==> config.mk <==
export PLATFORM = sky130hd
export DESIGN_NAME = alu_seq_ctrl
export DESIGN_NICKNAME = d
export VERILOG_FILES = /design/src/rtl/alu_seq_pkg.sv /design/src/rtl/alu_seq_decode.sv /design/src/rtl/alu_seq_ctrl.sv
export SDC_FILE = /design/constraint.sdc
export NUM_CORES = 1
export LEC_CHECK = 0
export ABC_AREA = 1
export BUFFER_PORTS_ARGS = -buffer_cell sky130_fd_sc_hd__buf_2
export CAP_MARGIN = 20
export CORE_UTILIZATION = 40
export DETAILED_ROUTE_END_ITERATION = 10
export GPL_ROUTABILITY_DRIVEN = 0
export MAX_ROUTING_LAYER = met4
export PLACE_DENSITY = 0.82
export SLEW_MARGIN = 0
export SYNTH_ARGS = -nofsm -noshare
export SYNTH_HDL_FRONTEND = slang
export SYNTH_SLANG_ARGS = --single-unit
export TNS_END_PERCENT = 1
==> constraint.sdc <==
create_clock -name clk -period 1.5 [get_ports clk]
set_input_delay 0.15 -clock clk [delete_from_list [all_inputs] [get_ports clk]]
set_output_delay 0.15 -clock clk [all_outputs]
set_load 0.02 [all_outputs]
==> src/rtl/alu_seq_pkg.sv <==
// Shared types and encodings for the ALU sequencer: FSM states, instruction fields,
// datapath select encodings and ALU operation codes.
package alu_seq_pkg;

    typedef enum logic [2:0] {
        StWait     = 3'd0,
        StDecode   = 3'd1,
        StGetA     = 3'd2,
        StGetB     = 3'd3,
        StOperate  = 3'd4,
        StWriteReg = 3'd5,
        StWriteImm = 3'd6
    } state_e;

    localparam logic [2:0] OPC_MOV = 3'b110;
    localparam logic [2:0] OPC_ALU = 3'b101;

    localparam logic [1:0] OP_MOV_REG = 2'b00;
    localparam logic [1:0] OP_MOV_IMM = 2'b10;
    localparam logic [1:0] OP_ADD     = 2'b00;
    localparam logic [1:0] OP_CMP     = 2'b01;
    localparam logic [1:0] OP_AND     = 2'b10;
    localparam logic [1:0] OP_MVN     = 2'b11;

    localparam logic [2:0] NSEL_NONE = 3'b000;
    localparam logic [2:0] NSEL_RN   = 3'b001;
    localparam logic [2:0] NSEL_RD   = 3'b010;
    localparam logic [2:0] NSEL_RM   = 3'b100;

    localparam logic [1:0] VSEL_C   = 2'b00;
    localparam logic [1:0] VSEL_IMM = 2'b10;

    localparam logic [1:0] ALU_ADD = 2'b00;
    localparam logic [1:0] ALU_SUB = 2'b01;
    localparam logic [1:0] ALU_AND = 2'b10;
    localparam logic [1:0] ALU_NOT = 2'b11;

endpackage

==> src/rtl/alu_seq_decode.sv <==
// Instruction decoder: maps the latched {opcode, op} to the state that follows DECODE
// and flags instructions outside the supported set.
module alu_seq_decode
    import alu_seq_pkg::*;
(
    input  logic [2:0] i_opcode,
    input  logic [1:0] i_op,
    output state_e     o_next_state,
    output logic       o_illegal
);

    always_comb begin
        o_next_state = StWait;
        o_illegal    = 1'b0;
        case ({i_opcode, i_op})
            {OPC_MOV, OP_MOV_IMM}: o_next_state = StWriteImm;
            {OPC_MOV, OP_MOV_REG}: o_next_state = StGetB;
            {OPC_ALU, OP_MVN}:     o_next_state = StGetB;
            {OPC_ALU, OP_ADD},
            {OPC_ALU, OP_CMP},
            {OPC_ALU, OP_AND}:     o_next_state = StGetA;
            default: begin
                o_next_state = StWait;
                o_illegal    = 1'b1;
            end
        endcase
    end

endmodule

==> src/rtl/alu_seq_ctrl.sv <==
// Moore FSM sequencing register file, A/B/C registers, status and ALU per instruction.
// Optional retired-instruction counter enabled by defining SEQ_PERF_EN.
module alu_seq_ctrl
    import alu_seq_pkg::*;
#(
    parameter int STATE_W = 3,
    parameter int CNT_W   = 16
) (
    input  logic             clk,
    input  logic             reset,
    input  logic             s,
    input  logic [2:0]       opcode,
    input  logic [1:0]       op,
    output logic             w,
    output logic [2:0]       nsel,
    output logic [1:0]       vsel,
    output logic             loada,
    output logic             loadb,
    output logic             asel,
    output logic             bsel,
    output logic [1:0]       ALUop,
    output logic             loadc,
    output logic             loads,
    output logic             write,
    output logic             illegal,
    output logic [CNT_W-1:0] instr_count
);

    state_e     r_state;
    state_e     w_next_state;
    state_e     w_dec_next;
    logic       w_dec_illegal;
    logic [2:0] r_opcode;
    logic [1:0] r_op;
    logic       w_is_cmp;
    logic       w_retire;

    // Instruction fields are captured only on the start edge so the inputs may change in flight.
    always_ff @(posedge clk or posedge reset) begin
        if (reset) begin
            r_state  <= StWait;
            r_opcode <= 3'b000;
            r_op     <= 2'b00;
        end else begin
            r_state <= w_next_state;
            if (r_state == StWait && s) begin
                r_opcode <= opcode;
                r_op     <= op;
            end
        end
    end

    alu_seq_decode u_decode (
        .i_opcode     (r_opcode),
        .i_op         (r_op),
        .o_next_state (w_dec_next),
        .o_illegal    (w_dec_illegal)
    );

    assign w_is_cmp = (r_opcode == OPC_ALU) && (r_op == OP_CMP);

    always_comb begin
        w_next_state = r_state;
        unique case (r_state)
            StWait:     w_next_state = s ? StDecode : StWait;
            StDecode:   w_next_state = w_dec_next;
            StGetA:     w_next_state = StGetB;
            StGetB:     w_next_state = StOperate;
            StOperate:  w_next_state = w_is_cmp ? StWait : StWriteReg;
            StWriteReg: w_next_state = StWait;
            StWriteImm: w_next_state = StWait;
            default:    w_next_state = StWait;
        endcase
    end

    always_comb begin
        w       = 1'b0;
        nsel    = NSEL_NONE;
        vsel    = VSEL_C;
        loada   = 1'b0;
        loadb   = 1'b0;
        asel    = 1'b0;
        bsel    = 1'b0;
        ALUop   = ALU_ADD;
        loadc   = 1'b0;
        loads   = 1'b0;
        write   = 1'b0;
        illegal = 1'b0;
        unique case (r_state)
            StWait:   w = 1'b1;
            StDecode: illegal = w_dec_illegal;
            StGetA: begin
                nsel  = NSEL_RN;
                loada = 1'b1;
            end
            StGetB: begin
                nsel  = NSEL_RM;
                loadb = 1'b1;
            end
            StOperate: begin
                // MOV reg passes B through the adder with A forced to zero.
                ALUop = (r_opcode == OPC_ALU) ? r_op : ALU_ADD;
                asel  = (r_opcode == OPC_MOV);
                loads = w_is_cmp;
                loadc = !w_is_cmp;
            end
            StWriteReg: begin
                nsel  = NSEL_RD;
                vsel  = VSEL_C;
                write = 1'b1;
            end
            StWriteImm: begin
                nsel  = NSEL_RN;
                vsel  = VSEL_IMM;
                write = 1'b1;
            end
            default: w = 1'b0;
        endcase
    end

    assign w_retire = (r_state == StWriteReg) || (r_state == StWriteImm) ||
                      ((r_state == StOperate) && w_is_cmp);

`ifdef SEQ_PERF_EN
    logic [CNT_W-1:0] r_instr_count;

    always_ff @(posedge clk or posedge reset) begin
        if (reset) begin
            r_instr_count <= '0;
        end else if (w_retire) begin
            r_instr_count <= r_instr_count + 1'b1;
        end
    end

    assign instr_count = r_instr_count;
`else
    logic w_unused;
    assign w_unused    = w_retire;
    assign instr_count = '0;
`endif

endmodule

-- Yosys cells after proc, flatten, opt, wreduce, memory -nomap -nowiden
Cells that the tools add are included.
- register bits: 8
- bits of input ports: 8
- output and inout bits: 32
- word-level logic and storage cells: 44
- equality and inequality tests: 15
- multiplexer cells: 17
- reduce and logical (&&, ||, !) cells: 9
- operators by type and width (kind ; count):
    $eq A5 B5 Y1 const B ; 6
    $pmux W3 S3 ; 2
    $eq A3 B3 Y1 const B ; 5
    $pmux W3 S5 ; 1
    $mux W1 ; 10
    $eq A3 B2 Y1 const B ; 2
    $mux W2 ; 3
    $reduce_or A2 Y1 ; 3
    $reduce_or A6 Y1 ; 1
    $eq A3 B1 Y1 const B ; 1
    $logic_not A3 Y1 ; 1
    $mux W3 ; 1
    $reduce_or A3 Y1 ; 1
    $eq A2 B1 Y1 const B ; 1
    $logic_and A1 B1 Y1 ; 2
    $logic_not A1 Y1 ; 1

-- Longest topological paths before layout
Gate-level depths: netlist of run 1.
- depth in word-level cells: 4
- depth in mapped cells: 7

-- Hierarchy
From an unflattened synthesis of run 1, not the netlist that was laid out.
- cell total of the unflattened synthesis: 106
- area total of the unflattened synthesis: 693.2 µm²
- by module, submodules not included (module ; times used ; cells each ; area an instance (µm²)):
    alu_seq_ctrl ; 1 ; 86 ; 614.3
    alu_seq_decode ; 1 ; 20 ; 78.8

-- Least setup slack after synthesis of run 1
Ideal clock, no wire load.
- path type: register -> output
- from: register r_state[2]
- to: output illegal
- arrival time: 1217 ps
- required time: 1350 ps
- setup slack: 133 ps
- stages on the path, launching flop included: 3
- cell sequence: dfrtp_1 nor3_2 nor3b_1
- word-level cells in the longest chain between the ends: 2
- RTL lines (element ; RTL line ; text):
    start: declaration ; alu_seq_ctrl.sv:29 ; state_e r_state;
    start signal: assignment ; alu_seq_ctrl.sv:41 ; r_state <= StWait;
    start signal: assignment ; alu_seq_ctrl.sv:45 ; r_state <= w_next_state;
    $eq A3 B1 Y1 ; alu_seq_ctrl.sv:89 ; unique case (r_state)
    $mux W1 ; alu_seq_ctrl.sv:89 ;
    end: declaration ; alu_seq_ctrl.sv:25 ; output logic illegal,
Every way passes these cells.

-- Worst setup path after layout of run 1
- from: register r_state[0]
- to: output write
- word-level cells in the longest chain between the ends: 3
- elaborated cells on any way between the ends: 4
- those cells by class: 2 x eq/ne; 1 x mux; 1 x reduce/logical
- RTL lines (element ; RTL line ; text):
    $eq A3 B3 Y1 ; alu_seq_ctrl.sv:89 ;
    $reduce_or A2 Y1 (no source line) (*) ; - ;
    $mux W1 (*) ; alu_seq_ctrl.sv:89 ;
    end: declaration ; alu_seq_ctrl.sv:24 ; output logic write,
Every way passes the cells marked *; elsewhere a longest branch is shown, timed or not.

==> results of run 1 <==
timing repair:
| action | in CTS | in global routing |
|---|---|---|
| resized for setup | 2 | 11 |
| endpoints found under the hold margin | 8 | 0 |
| hold buffers | 1 | 0 |
| setup endpoints to repair | 3 | 7 |
| setup buffers | 0 | 5 |
power groups by stage:
stage                     Combinational, µW  Clock [µW]  Sequential, µW
after CTS                               720         168             460
after global placement                  690           0             444
after global routing                    982         184             484
after detailed placement                716           0             460
final                                   900         157             475
after floorplan                         585           0             424
kinds of logic after synthesis:
group	count (synthesis)	share of synthesized area, %
compound gates	2	1.88
other cells	1	0.562
buf+inv	29	26.5
simple gates	56	41.1
flops	8	30.0
flip-flops by register name, summed over array words and instances (netlist names):
name      count
r_state       3
r_opcode      3
r_op          2
metal layers:
metal	global-route usage, %	routed length [µm]
met1	19.6	636
met3	1.28	67
met5	-	0
met4	7.50	16
met2	28.2	859
cell usage in the layout (no fill, tap or decap), drive strengths merged, types with 3 or more instances in the layout:
cell type	Yosys	layout
conb	1	18
nand2	27	27
nor3	3	3
nand3	8	8
nor2	15	15
clkbuf	0	3
buf	18	26
inv	11	11
dfrtp	8	8
layout make-up:
class / count / area (µm²) / share of cell area (%)
Multi-Input combinational cell: 76 / 383 / 46.0
Inverter: 11 / 43.8 / 5.26
Sequential cell: 8 / 203 / 24.4
Clock buffer: 3 / 22.5 / 2.71
Timing Repair Buffer: 27 / 160 / 19.2
Tap cell: 16 / 20.0 / 2.41
final timing paths:
path / slack [ns] / depth (start not counted) / endpoint / from
worst max register to register: 0.32 / 6 / r_op[0]$_DFFE_PP0P_ / r_state[0]$_DFF_PP0_
worst min register to register: 0.54 / 2 / r_opcode[0]$_DFFE_PP0P_ / r_opcode[0]$_DFFE_PP0P_
worst min-delay path: 0.13 / 3 / r_op[1]$_DFFE_PP0P_ / op[1]
worst max-delay path: 0.002 / 5 / write / r_state[0]$_DFF_PP0_
min in group asynchronous: 0.38 / 3 / r_opcode[0]$_DFFE_PP0P_ / reset
max in group asynchronous: 0.87 / 3 / r_state[2]$_DFF_PP0_ / reset
worst max-delay path, delay by kind of cell, from the launching register on:
kind	cells	cell delay [ns]
buffers and inverters	3	0.43
flip-flops	1	0.41
AND/OR/NAND/NOR	2	0.26
stage by stage:
step	hold slack, ns	power (µW)	util, %	setup WS, ns
floorplan	-0.0343	1010	-	0.133
global placement	0.0966	1130	47.3	0.287
detailed placement	0.113	1180	47.3	0.275
CTS	0.125	1350	49.6	0.000143
global route	0.141	1650	54.6	-0.0552
finish	0.131	1530	54.6	0.00207
==> impl_summary.txt, run 1 <==
----------------------------------------------------
[Run status]
  Result of the run ... complete, no violations

[CTS]
  Clock tree from TritonCTS ... done
  Number of buffers on the longest clock path ... 2
  Root Buffer ... sky130_fd_sc_hd__clkbuf_4
  Clock net sink count ... 8
  Number of buffers created by CTS ... 3
  Clock-pin slew on the worst setup and hold paths ... 0.05 ns
  Depth of the CTS H-tree ... 1
  Clock latency reported for the late side of the worst-skew pair ... 0.25 ns

[Global route]
  Vias in the first global route ... roughly 560
  Global-route wire length before repair ... 2.24 mm
  Antenna violations before repair ... 0
  Largest net degree at the start of global routing ... 9
  Leftover overflow at the end of global routing ... 0
  Global router's overall resource usage ... between 10% and 20%

[Floorplan]
  Height of the chip ... around 43 µm
  Total number of placement rows ... 14
  Io pins ... 40
  Die area ... roughly 1800 µm²
  Initial Util ... 43.8%
  Die extent in x ... roughly 43 µm
  Core area ... 1520 µm²

[Run]
  Total of max-cap violations ... 0

[Logic synthesis]
  Share of Yosys cell area claimed by the top area cell type ... 30.0%
  Synthesized netlist cell count ... 96
  Top cells by area, synth ... sky130_fd_sc_hd__dfrtp_1 30%, sky130_fd_sc_hd__buf_4 20%, sky130_fd_sc_hd__nand2_1 14%
  Count of unique library cells instantiated by Yosys ... 17
  Number of enable-type register cells in the synthesized netlist ... 0
  Leading cell type by number of instances after synthesis ... sky130_fd_sc_hd__nand2_1
  Area of the mapped netlist ... 667 µm²
  Number of warnings reported in the yosys synthesis log ... 0
  Biggest area consumer among synthesized cells ... sky130_fd_sc_hd__dfrtp_1
  Share of the yosys chip area belonging to registers ... 30.0%
  Flip-flop and latch count after synthesis ... 8
  Most instantiated cells after synthesis ... 24 x sky130_fd_sc_hd__nand2_1, 18 x sky130_fd_sc_hd__buf_4, 12 x sky130_fd_sc_hd__nor2_1
  Most used flip-flop cell after synthesis ... sky130_fd_sc_hd__dfrtp_1
  Asr flop ratio synth ... 100%
  Mean Syn Cell Area ... between 6 and 7 µm²

[Timing]
  Final Hold Fails ... 0
  Max Transition Viols Final ... 0
  Number of failing setup endpoints in the final timing report ... 0
  Peak Freq ... 668 MHz
  Setup tns final ... 0 ns
  RSZ-0062 raised after global routing ... true
  Fraction of the cycle the final worst path needs ... 99.9%
  Min cycle time layout ... roughly 1.5 ns
  Worst Skew ... 0.00111 ns

[Power]
  Net Sw Power ... approximately 800 µW
  PD cells ... 1840 nW/µm²
  Static leakage ... 0.000490 µW
  Share of power burned in combinational logic ... 58.8%
  Peak ir drop on the vdd network ... 0.000811 V
  Total internal power ... ~730 µW
  Share of total power consumed by net switching ... 52.1%
  Clock power frac ... 10.3%
  Sequential power share ... 31.0%

[Setup path]
  Data arrival time of the critical path ... 1.35 ns
  Chain of cells forming the critical path ... inv_2 > buf_4 > nor3_2 > or2_1 > buf_2
  Critical Path Fanout Max ... 4
  Delay contributed by the slowest stage of the critical path ... 0.41 ns
  CP startpoint kind ... register
  Critical Path Sink Type ... output port
  Critical setup path kind ... register to output port
  Slowest cell on the critical path ... sky130_fd_sc_hd__dfrtp_1
  Data required time at the worst endpoint ... 1.35 ns

[Routing]
  Starting DRT DRC Count ... 11
  Remaining DRCs ... 0
  Per-cell routed wire length ... 11.2 µm
  Number of vias per cell after detailed routing ... 4.67
  Number of iterations in the first detailed-routing pass ... 4
  Antenna violation net count after detailed routing ... 0
  Vias ... around 660
  Sum of routed wire length over all layers ... 1.58 mm

[Placed design]
  Input/output buffers ... 21
  Placed wire-length estimate ... 1.11 mm
  Cell Area, Placed ... 721 µm²
  Cell total after placement ... about 130

[Min path]
  Worst min-delay path category ... input pin to register

[Finish]
  Final cell area excluding filler cells ... 832 µm²
  Share of layout cells above drive strength 1 ... 38.4%
  Synthesis-to-finish area growth ... 24.8%
  Final-layout fill cell count ... ~150
  Final Net Count ... 135
  Layout Cells excl Fill ... 141
  Antenna Cells ... 0

----------------------------------------------------
Power figures use the tool's default switching activity.
==> run 2, diff against run 1 <==
--- a/config.mk
+++ b/config.mk
@@ -12,9 +12,11 @@
 export DETAILED_ROUTE_END_ITERATION = 10
 export GPL_ROUTABILITY_DRIVEN = 0
 export MAX_ROUTING_LAYER = met4
-export PLACE_DENSITY = 0.82
+export PLACE_DENSITY = 0.81
+export SKIP_LAST_GASP = 1
 export SLEW_MARGIN = 0
 export SYNTH_ARGS = -nofsm -noshare
 export SYNTH_HDL_FRONTEND = slang
+export SYNTH_HIERARCHICAL = 1
 export SYNTH_SLANG_ARGS = --single-unit
 export TNS_END_PERCENT = 1
==> run 2 against run 1 <==
Register-to-register slack improved by 0.05 ns. Flip-flop and latch count unchanged. The flow now finishes with violations (design-rule violations). First-iteration DRC count increased by 73%. Combinational power decreased by 5.4%. Design area decreased by 0.75%. Clock power increased by 3%. Area after synthesis increased by 3.9%. Critical path type unchanged. Setup slack improved by 0.067 ns. Total power decreased by 3.2%. Sequential power about the same. Clock-buffer cell count unchanged.
==> impl_summary.txt, run 2 <==
----------------------------------------------------
[CTS]
  Clock-pin slew on the worst setup and hold paths ... 0.06 ns (was 0.05 ns)
  Number of buffers created by CTS ... 3 (unchanged)
  Root Buffer ... sky130_fd_sc_hd__clkbuf_4 (unchanged)
  Clock latency reported for the late side of the worst-skew pair ... 0.25 ns (about the same)
  Number of buffers on the longest clock path ... 2 (unchanged)
  Clock tree from TritonCTS ... done (unchanged)
  Depth of the CTS H-tree ... 1 (unchanged)
  Clock net sink count ... 8 (unchanged)

[Min path]
  Worst min-delay path category ... input pin to register (unchanged)
  Hold Path Sink ... r_opcode[1]$_DFFE_PP0P_ (was r_op[1]$_DFFE_PP0P_)
  Instance count along the most critical hold path ... 3 (unchanged)
  Hold path startpoint ... opcode[1] (was op[1])

[Global route]
  Leftover overflow at the end of global routing ... 0 (unchanged)
  Global-route wire length before repair ... 2.24 mm (unchanged)
  Global router's overall resource usage ... 16.5% (about the same)
  Largest net degree at the start of global routing ... 11 (was 9)
  Vias in the first global route ... 547 (was 563)
  Antenna violations before repair ... 0 (unchanged)

[Placed design]
  Placed wire-length estimate ... 1.07 mm (was 1.11 mm)
  Placement Setup Slack ... 0.258 ns (was 0.275 ns)
  Cell Area, Placed ... 747 µm² (was 721 µm²)
  Input/output buffers ... 21 (unchanged)
  Cell total after placement ... 142 (was 132)

[Power]
  Peak ir drop on the vdd network ... 0.000799 V (was 0.000811 V)
  PD cells ... 1800 nW/µm² (was 1840 nW/µm²)
  Static leakage ... 0.000523 µW (was 0.000490 µW)

[Routing]
  Vias ... 670 (was 658)
  Starting DRT DRC Count ... 19 (was 11)
  Number of iterations in the first detailed-routing pass ... 7 (was 4)
  Remaining DRCs ... 4 (was 0)
  Antenna violation net count after detailed routing ... 0 (unchanged)
  Number of vias per cell after detailed routing ... 4.47 (was 4.67)
  Per-cell routed wire length ... 9.14 µm (was 11.2 µm)
  Sum of routed wire length over all layers ... 1.37 mm (was 1.58 mm)

[Setup path]
  CP startpoint kind ... register (unchanged)
  Slowest cell on the critical path ... sky130_fd_sc_hd__dfrtp_2 (was sky130_fd_sc_hd__dfrtp_1)
  Worst r2r path cells ... 8 (was 6)
  Worst R2R Start ... r_op[0]$_DFFE_PP0P_ (was r_state[0]$_DFF_PP0_)
  Critical Path Sink Type ... output port (unchanged)
  Data required time at the worst endpoint ... 1.35 ns (about the same)
  Data arrival time of the critical path ... 1.28 ns (was 1.35 ns)
  Source of the critical timing path ... r_opcode[2]$_DFFE_PP0P_ (was r_state[0]$_DFF_PP0_)
  Critical setup path kind ... register to output port (unchanged)
  Delay contributed by the slowest stage of the critical path ... 0.43 ns (was 0.41 ns)
  Capture point of the worst reg-to-reg path ... r_state[0]$_DFF_PP0_ (was r_op[0]$_DFFE_PP0P_)
  Worst reg2reg setup slack ... 0.37 ns (was 0.32 ns)
  Cell with the most instances on the worst path ... sky130_fd_sc_hd__nor2_1
  Chain of cells forming the critical path ... nand2_1 > nor2_1 > nor2_1 > nor3b_2 > buf_4 (was inv_2 > buf_4 > nor3_2 > or2_1 > buf_2)
  Critical Path Fanout Max ... 5 (was 4)

[Logic synthesis]
  Area of the mapped netlist ... 693 µm² (was 667 µm²)
  Synthesized netlist cell count ... 106 (was 96)
  Asr flop ratio synth ... 100% (unchanged)
  Number of warnings reported in the yosys synthesis log ... 6 (was 0)
  Most instantiated cells after synthesis ... 22 x sky130_fd_sc_hd__nand2_1, 18 x sky130_fd_sc_hd__buf_4, 18 x sky130_fd_sc_hd__inv_1 (was 24 x sky130_fd_sc_hd__nand2_1, 18 x sky130_fd_sc_hd__buf_4, 12 x sky130_fd_sc_hd__nor2_1)
  Most used flip-flop cell after synthesis ... sky130_fd_sc_hd__dfrtp_1 (unchanged)
  Top cells by area, synth ... sky130_fd_sc_hd__dfrtp_1 29%, sky130_fd_sc_hd__buf_4 19%, sky130_fd_sc_hd__nand2_1 12% (was sky130_fd_sc_hd__dfrtp_1 30%, sky130_fd_sc_hd__buf_4 20%, sky130_fd_sc_hd__nand2_1 14%)
  Number of enable-type register cells in the synthesized netlist ... 0 (unchanged)
  Share of Yosys cell area claimed by the top area cell type ... 28.9% (was 30.0%)
  Leading cell type by number of instances after synthesis ... sky130_fd_sc_hd__nand2_1 (unchanged)
  Count of unique library cells instantiated by Yosys ... 18 (was 17)
  Share of the yosys chip area belonging to registers ... 28.9% (was 30.0%)
  Mean Syn Cell Area ... 6.54 µm² (was 6.95 µm²)
  Biggest area consumer among synthesized cells ... sky130_fd_sc_hd__dfrtp_1 (unchanged)
  Flip-flop and latch count after synthesis ... 8 (unchanged)

[Floorplan]
  Height of the chip ... 43.6 µm (was 42.8 µm)
  Total number of placement rows ... 14 (unchanged)
  Die extent in x ... 43.6 µm (was 42.8 µm)
  Die area ... 1900 µm² (was 1830 µm²)
  Initial Util ... 44.5% (was 43.8%)
  Core area ... 1560 µm² (was 1520 µm²)
  Io pins ... 40 (unchanged)

[Finish]
  Commonest cells after routing, fill and taps aside ... 22 x sky130_fd_sc_hd__nand2_1, 20 x sky130_fd_sc_hd__buf_2, 18 x sky130_fd_sc_hd__inv_1, 18 x sky130_fd_sc_hd__conb_1, 14 x sky130_fd_sc_hd__nor2_1 (was 23 x sky130_fd_sc_hd__nand2_1, 18 x sky130_fd_sc_hd__conb_1, 18 x sky130_fd_sc_hd__buf_2, 10 x sky130_fd_sc_hd__nor2_1)
  Layout Cells excl Fill ... 150 (was 141)
  Final cell area excluding filler cells ... 826 µm² (was 832 µm²)
  Share of layout cells above drive strength 1 ... 32.8% (was 38.4%)
  Commonest non-fill, non-tap cell in the layout ... sky130_fd_sc_hd__nand2_1 (unchanged)
  Antenna Cells ... 0 (unchanged)
  Final Net Count ... 144 (was 135)
  Synthesis-to-finish area growth ... 19.1% (was 24.8%)
  Leading registers by flop count ... r_opcode: 3 flops, r_state: 3 flops, r_op: 2 flops (unchanged)

[Run]
  Total of max-cap violations ... 0 (unchanged)

[Timing]
  Fraction of the cycle the final worst path needs ... 95.4% (was 99.9%)
  Peak Freq ... 699 MHz (was 668 MHz)
  Final Hold Fails ... 0 (unchanged)
  Number of failing setup endpoints in the final timing report ... 0 (unchanged)
  Worst Skew ... 0.00387 ns (was 0.00111 ns)
  Worst-case hold slack ... 0.128 ns (was 0.131 ns)
  Min cycle time layout ... 1.43 ns (was 1.50 ns)
  Worst Setup Slack, final ... 0.0686 ns (was 0.00207 ns)
  Max Transition Viols Final ... 0 (unchanged)
  RSZ-0062 raised after global routing ... true (unchanged)

[Run status]
  Result of the run ... complete, but fails checks (was complete, no violations)
  Violated checks ... design-rule violations

----------------------------------------------------
==> run 2: cell count changes in the layout (fill, tap and decap cells not counted), sizes merged <==
cell / previous run / this run
nand3: 8 / 6
inv: 11 / 21
or2: 1 / 0
a21oi: 0 / 1
nand2: 27 / 25
nor3: 3 / 0
buf: 26 / 25
o21ai: 1 / 6
nor2: 15 / 17
==> run 2: final cells by class <==
cell class              instances  area, µm²
clock buffers                   3       22.5
multi-input cells              76        350
well taps                      16       20.0
fillers                       176        733
flip-flops and latches          8        206
repair buffers                 26        148
inverters                      21       78.8
==> run 2: repair_timing <==
item | 4_1_cts | 5_1_grt
buffers inserted | 2 | 2
resized for setup | 1 | 7
hold endpoints to repair | 8 | 0
hold buffers | 1 | 0
pin swaps | 0 | 1
endpoints found under the setup margin | 1 | 5
==> run 2: per-stage QoR <==
step	util (%)	power, µW	TNS (ns)
2_1_floorplan	-	1030	0
3_3_place_gp	47.9	1160	0
3_5_place_dp	47.9	1180	0
4_1_cts	51.0	1400	0
5_1_grt	53.0	1630	-0.0116
6_report	53.0	1480	0
==> run 2: how the worst max path moves through the flow <==
stage                          to
final                     illegal
after global routing      illegal
after CTS                 illegal
after detailed placement  illegal
after global placement    illegal
after floorplan           illegal
==> run 2: kinds of logic after synthesis <==
kind of cell | count (synthesis) | synth area share [%]
simple gates | 50 | 33.6
flops | 8 | 28.9
compound gates | 8 | 6.14
buf+inv | 39 | 30.9
other cells | 1 | 0.541
==> run 2: where the power goes <==
part           total, µW  internal, µW  switching, µW
clock                161          91.3           69.3
sequential           472           326            146
combinational        851           330            521
==> run 2: worst max-delay path: cells and delay by family, from the launching register on <==
kind | cells | cell delay [ns]
DFF | 1 | 0.43
buffers and inverters | 1 | 0.17
and+or+nand+nor | 4 | 0.44
==> run 2: layer usage <==
| layer | vias up | track usage (%) | share of wire, % |
|---|---|---|---|
| met5 | - | - | 0 |
| met4 | 0 | 5.63 | 0 |
| met3 | 0 | 3.75 | 5.5 |
| met2 | 23 | 26.6 | 53 |
| met1 | 307 | 20.2 | 41 |
| li1 | 340 | - | - |
==> run 3, diff against run 2 <==
--- a/config.mk
+++ b/config.mk
@@ -8,6 +8,7 @@
 export ABC_AREA = 1
 export BUFFER_PORTS_ARGS = -buffer_cell sky130_fd_sc_hd__buf_2
 export CAP_MARGIN = 20
+export CORE_ASPECT_RATIO = 0.8
 export CORE_UTILIZATION = 40
 export DETAILED_ROUTE_END_ITERATION = 10
 export GPL_ROUTABILITY_DRIVEN = 0
==> run 3 against run 2 <==
The flow now finishes without violations. Cell count is 2.7% higher. Register-to-register slack got worse by 0.03 ns. Core utilization fell by 2.7 points. Global-route usage fell by 2.3 points. Routed wire length increased by 17%. Hold slack improved by 0.0017 ns. Clock-buffer cell count unchanged. First-iteration DRC count increased by 53%. Critical endpoint is now nsel[2]. Highest routed layer unchanged.
==> impl_summary.txt, run 3 (synthesized netlist as in run 2, its figures left out) <==
----------------------------------------------------
[Run status]
  Result of the run ... complete, no violations (was complete, but fails checks)

[Setup path]
  Critical setup path kind ... register to output port (unchanged)
  Slowest cell on the critical path ... sky130_fd_sc_hd__dfrtp_1 (was sky130_fd_sc_hd__dfrtp_2)
  Delay contributed by the slowest stage of the critical path ... 0.46 ns (was 0.43 ns)
  Chain of cells forming the critical path ... inv_2 > nand3_1 > inv_1 > buf_2 (was nand2_1 > nor2_1 > nor2_1 > nor3b_2 > buf_4)
  CP startpoint kind ... register (unchanged)
  Critical Path Sink Type ... output port (unchanged)
  Count of buffering cells on the critical path with inverters included ... 3 (was 1)
  Critical Path Fanout Max ... 7 (was 5)
  Data required time at the worst endpoint ... 1.35 ns (about the same)
  Largest delay contributor family on the critical path ... buffers and inverters (was simple AND/OR/NAND/NOR gates)
  Data arrival time of the critical path ... 1.32 ns (was 1.28 ns)

[Power]
  PD cells ... 1810 nW/µm² (was 1800 nW/µm²)
  Peak ir drop on the vdd network ... 0.000666 V (was 0.000799 V)
  Static leakage ... 0.000516 µW (was 0.000523 µW)

[Timing]
  Setup tns final ... 0 ns (unchanged)
  RSZ-0062 raised after global routing ... true (unchanged)
  Final Hold Fails ... 0 (unchanged)
  Peak Freq ... 681 MHz (was 699 MHz)
  Worst Skew ... 0.000420 ns (was 0.00387 ns)
  Min cycle time layout ... 1.47 ns (was 1.43 ns)
  Fraction of the cycle the final worst path needs ... 97.9% (was 95.4%)
  Max Transition Viols Final ... 0 (unchanged)
  Number of failing setup endpoints in the final timing report ... 0 (unchanged)

[Placed design]
  Placed wire-length estimate ... 1.10 mm (was 1.07 mm)
  Input/output buffers ... 21 (unchanged)

[Floorplan]
  Total number of placement rows ... 13 (was 14)
  Height of the chip ... 39.2 µm (was 43.6 µm)
  Initial Util ... 42.6% (was 44.5%)
  Die extent in x ... 48.5 µm (was 43.6 µm)
  Io pins ... 40 (unchanged)
  Core area ... 1630 µm² (was 1560 µm²)
  Die area ... 1900 µm² (about the same)

[Routing]
  Number of vias per cell after detailed routing ... 4.36 (was 4.47)
  Antenna violation net count after detailed routing ... 0 (unchanged)
  Per-cell routed wire length ... 10.4 µm (was 9.14 µm)
  Sum of routed wire length over all layers ... 1.60 mm (was 1.37 mm)
  Number of iterations in the first detailed-routing pass ... 4 (was 7)
  Vias ... 672 (was 670)
  Starting DRT DRC Count ... 29 (was 19)
  Remaining DRCs ... 0 (was 4)

[Finish]
  Commonest non-fill, non-tap cell in the layout ... sky130_fd_sc_hd__nand2_1 (unchanged)
  Area occupied by multi-input gates ... 353 µm² (was 350 µm²)
  Synthesis-to-finish area growth ... 18.1% (was 19.1%)
  Sequential standard cell area ... 204 µm² (was 206 µm²)
  Core utilization of the finished layout ... 50.3% (was 53.0%)
  Antenna Cells ... 0 (unchanged)
  Final Net Count ... 142 (was 144)
  Share of layout cells above drive strength 1 ... 31.1% (was 32.8%)
  Leading registers by flop count ... r_opcode: 3 flops, r_state: 3 flops, r_op: 2 flops (unchanged)
  Commonest cells after routing, fill and taps aside ... 21 x sky130_fd_sc_hd__nand2_1, 20 x sky130_fd_sc_hd__buf_2, 18 x sky130_fd_sc_hd__inv_1, 18 x sky130_fd_sc_hd__conb_1, 14 x sky130_fd_sc_hd__nor2_1 (was 22 x sky130_fd_sc_hd__nand2_1, 20 x sky130_fd_sc_hd__buf_2, 18 x sky130_fd_sc_hd__inv_1, 18 x sky130_fd_sc_hd__conb_1, 14 x sky130_fd_sc_hd__nor2_1)
  Final-layout fill cell count ... 168 (was 176)

[CTS]
  Root Buffer ... sky130_fd_sc_hd__clkbuf_4 (unchanged)
  Clock tree from TritonCTS ... done (unchanged)
  Clock-pin slew on the worst setup and hold paths ... 0.05 ns (was 0.06 ns)
  Clock net sink count ... 8 (unchanged)
  Number of buffers on the longest clock path ... 2 (unchanged)
  Depth of the CTS H-tree ... 1 (unchanged)
  Clock latency reported for the late side of the worst-skew pair ... 0.24 ns (was 0.25 ns)
  Number of buffers created by CTS ... 3 (unchanged)

[Global route]
  Global-route wire length before repair ... 1.88 mm (was 2.24 mm)
  Global router's overall resource usage ... 14.2% (was 16.5%)
  Antenna violations before repair ... 0 (unchanged)
  Vias in the first global route ... 466 (was 547)
  Leftover overflow at the end of global routing ... 0 (unchanged)
  Largest net degree at the start of global routing ... 11 (unchanged)

[Run]
  Total of max-cap violations ... 0 (unchanged)

[Min path]
  Worst min-delay path category ... input pin to register (unchanged)

----------------------------------------------------
==> run 3: per-layer routing <==
| metal | share of wire, % | GRT usage [%] | up-vias | wire length [µm] |
|---|---|---|---|---|
| met5 | 0 | - | - | 0 |
| met4 | 0 | 11.0 | 0 | 0 |
| met3 | 8.1 | 3.53 | 0 | 130 |
| met2 | 52 | 21.5 | 49 | 841 |
| met1 | 39 | 16.7 | 292 | 633 |
| li1 | - | - | 331 | - |
==> run 3: metrics by stage <==
step	setup slack [ns]	power, µW	hold WS, ns	instance area, µm²	instances
after global placement	0.327	1160	0.101	754	148
after CTS	-0.0114	1390	0.124	795	153
final	0.0310	1480	0.130	818	154
after floorplan	0.191	1030	-0.0343	757	123
after detailed placement	0.260	1200	0.103	754	148
after global routing	-0.0274	1590	0.132	818	154
==> run 3: area by class of cell <==
cell class                 instances  area share [%]
clock buffer                       3            2.75
inverter                          21            9.63
timing repair buffer              24            16.2
sequential                         8            24.9
tap                               22            3.36
multi-input combinational         76            43.1
==> run 3: worst min-delay path: stages <==
cell and delay [ns]:
sky130_fd_sc_hd__buf_2 0.09, sky130_fd_sc_hd__inv_1 0.04, sky130_fd_sc_hd__o21ai_1 0.05
==> run 3: report_power, final <==
group / internal, µW / switching (µW)
registers: 321 / 168
clock network: 90.9 / 63.5
logic: 301 / 536
==> run 3: final timing paths <==
check | from | to | slack, ns | cells past startpoint
max | r_state[2]$_DFF_PP0_ | nsel[2] | 0.03 | 4
min | opcode[0] | r_opcode[0]$_DFFE_PP0P_ | 0.13 | 3
max reg2reg | r_opcode[1]$_DFFE_PP0P_ | r_state[2]$_DFF_PP0_ | 0.34 | 6
min reg2reg | r_opcode[0]$_DFFE_PP0P_ | r_opcode[0]$_DFFE_PP0P_ | 0.58 | 2
max in group asynchronous | reset | r_opcode[2]$_DFFE_PP0P_ | 0.87 | 3
min in group asynchronous | reset | r_state[1]$_DFF_PP0_ | 0.39 | 3
==> run 3: what timing repair did <==
| action | in CTS | in global routing |
|---|---|---|
| gates resized for setup | 0 | 7 |
| setup endpoints to repair | 2 | 6 |
| hold buffers | 1 | 0 |
| setup buffers | 1 | 1 |
| pin swaps | 0 | 1 |
| hold endpoints to repair | 8 | 0 |
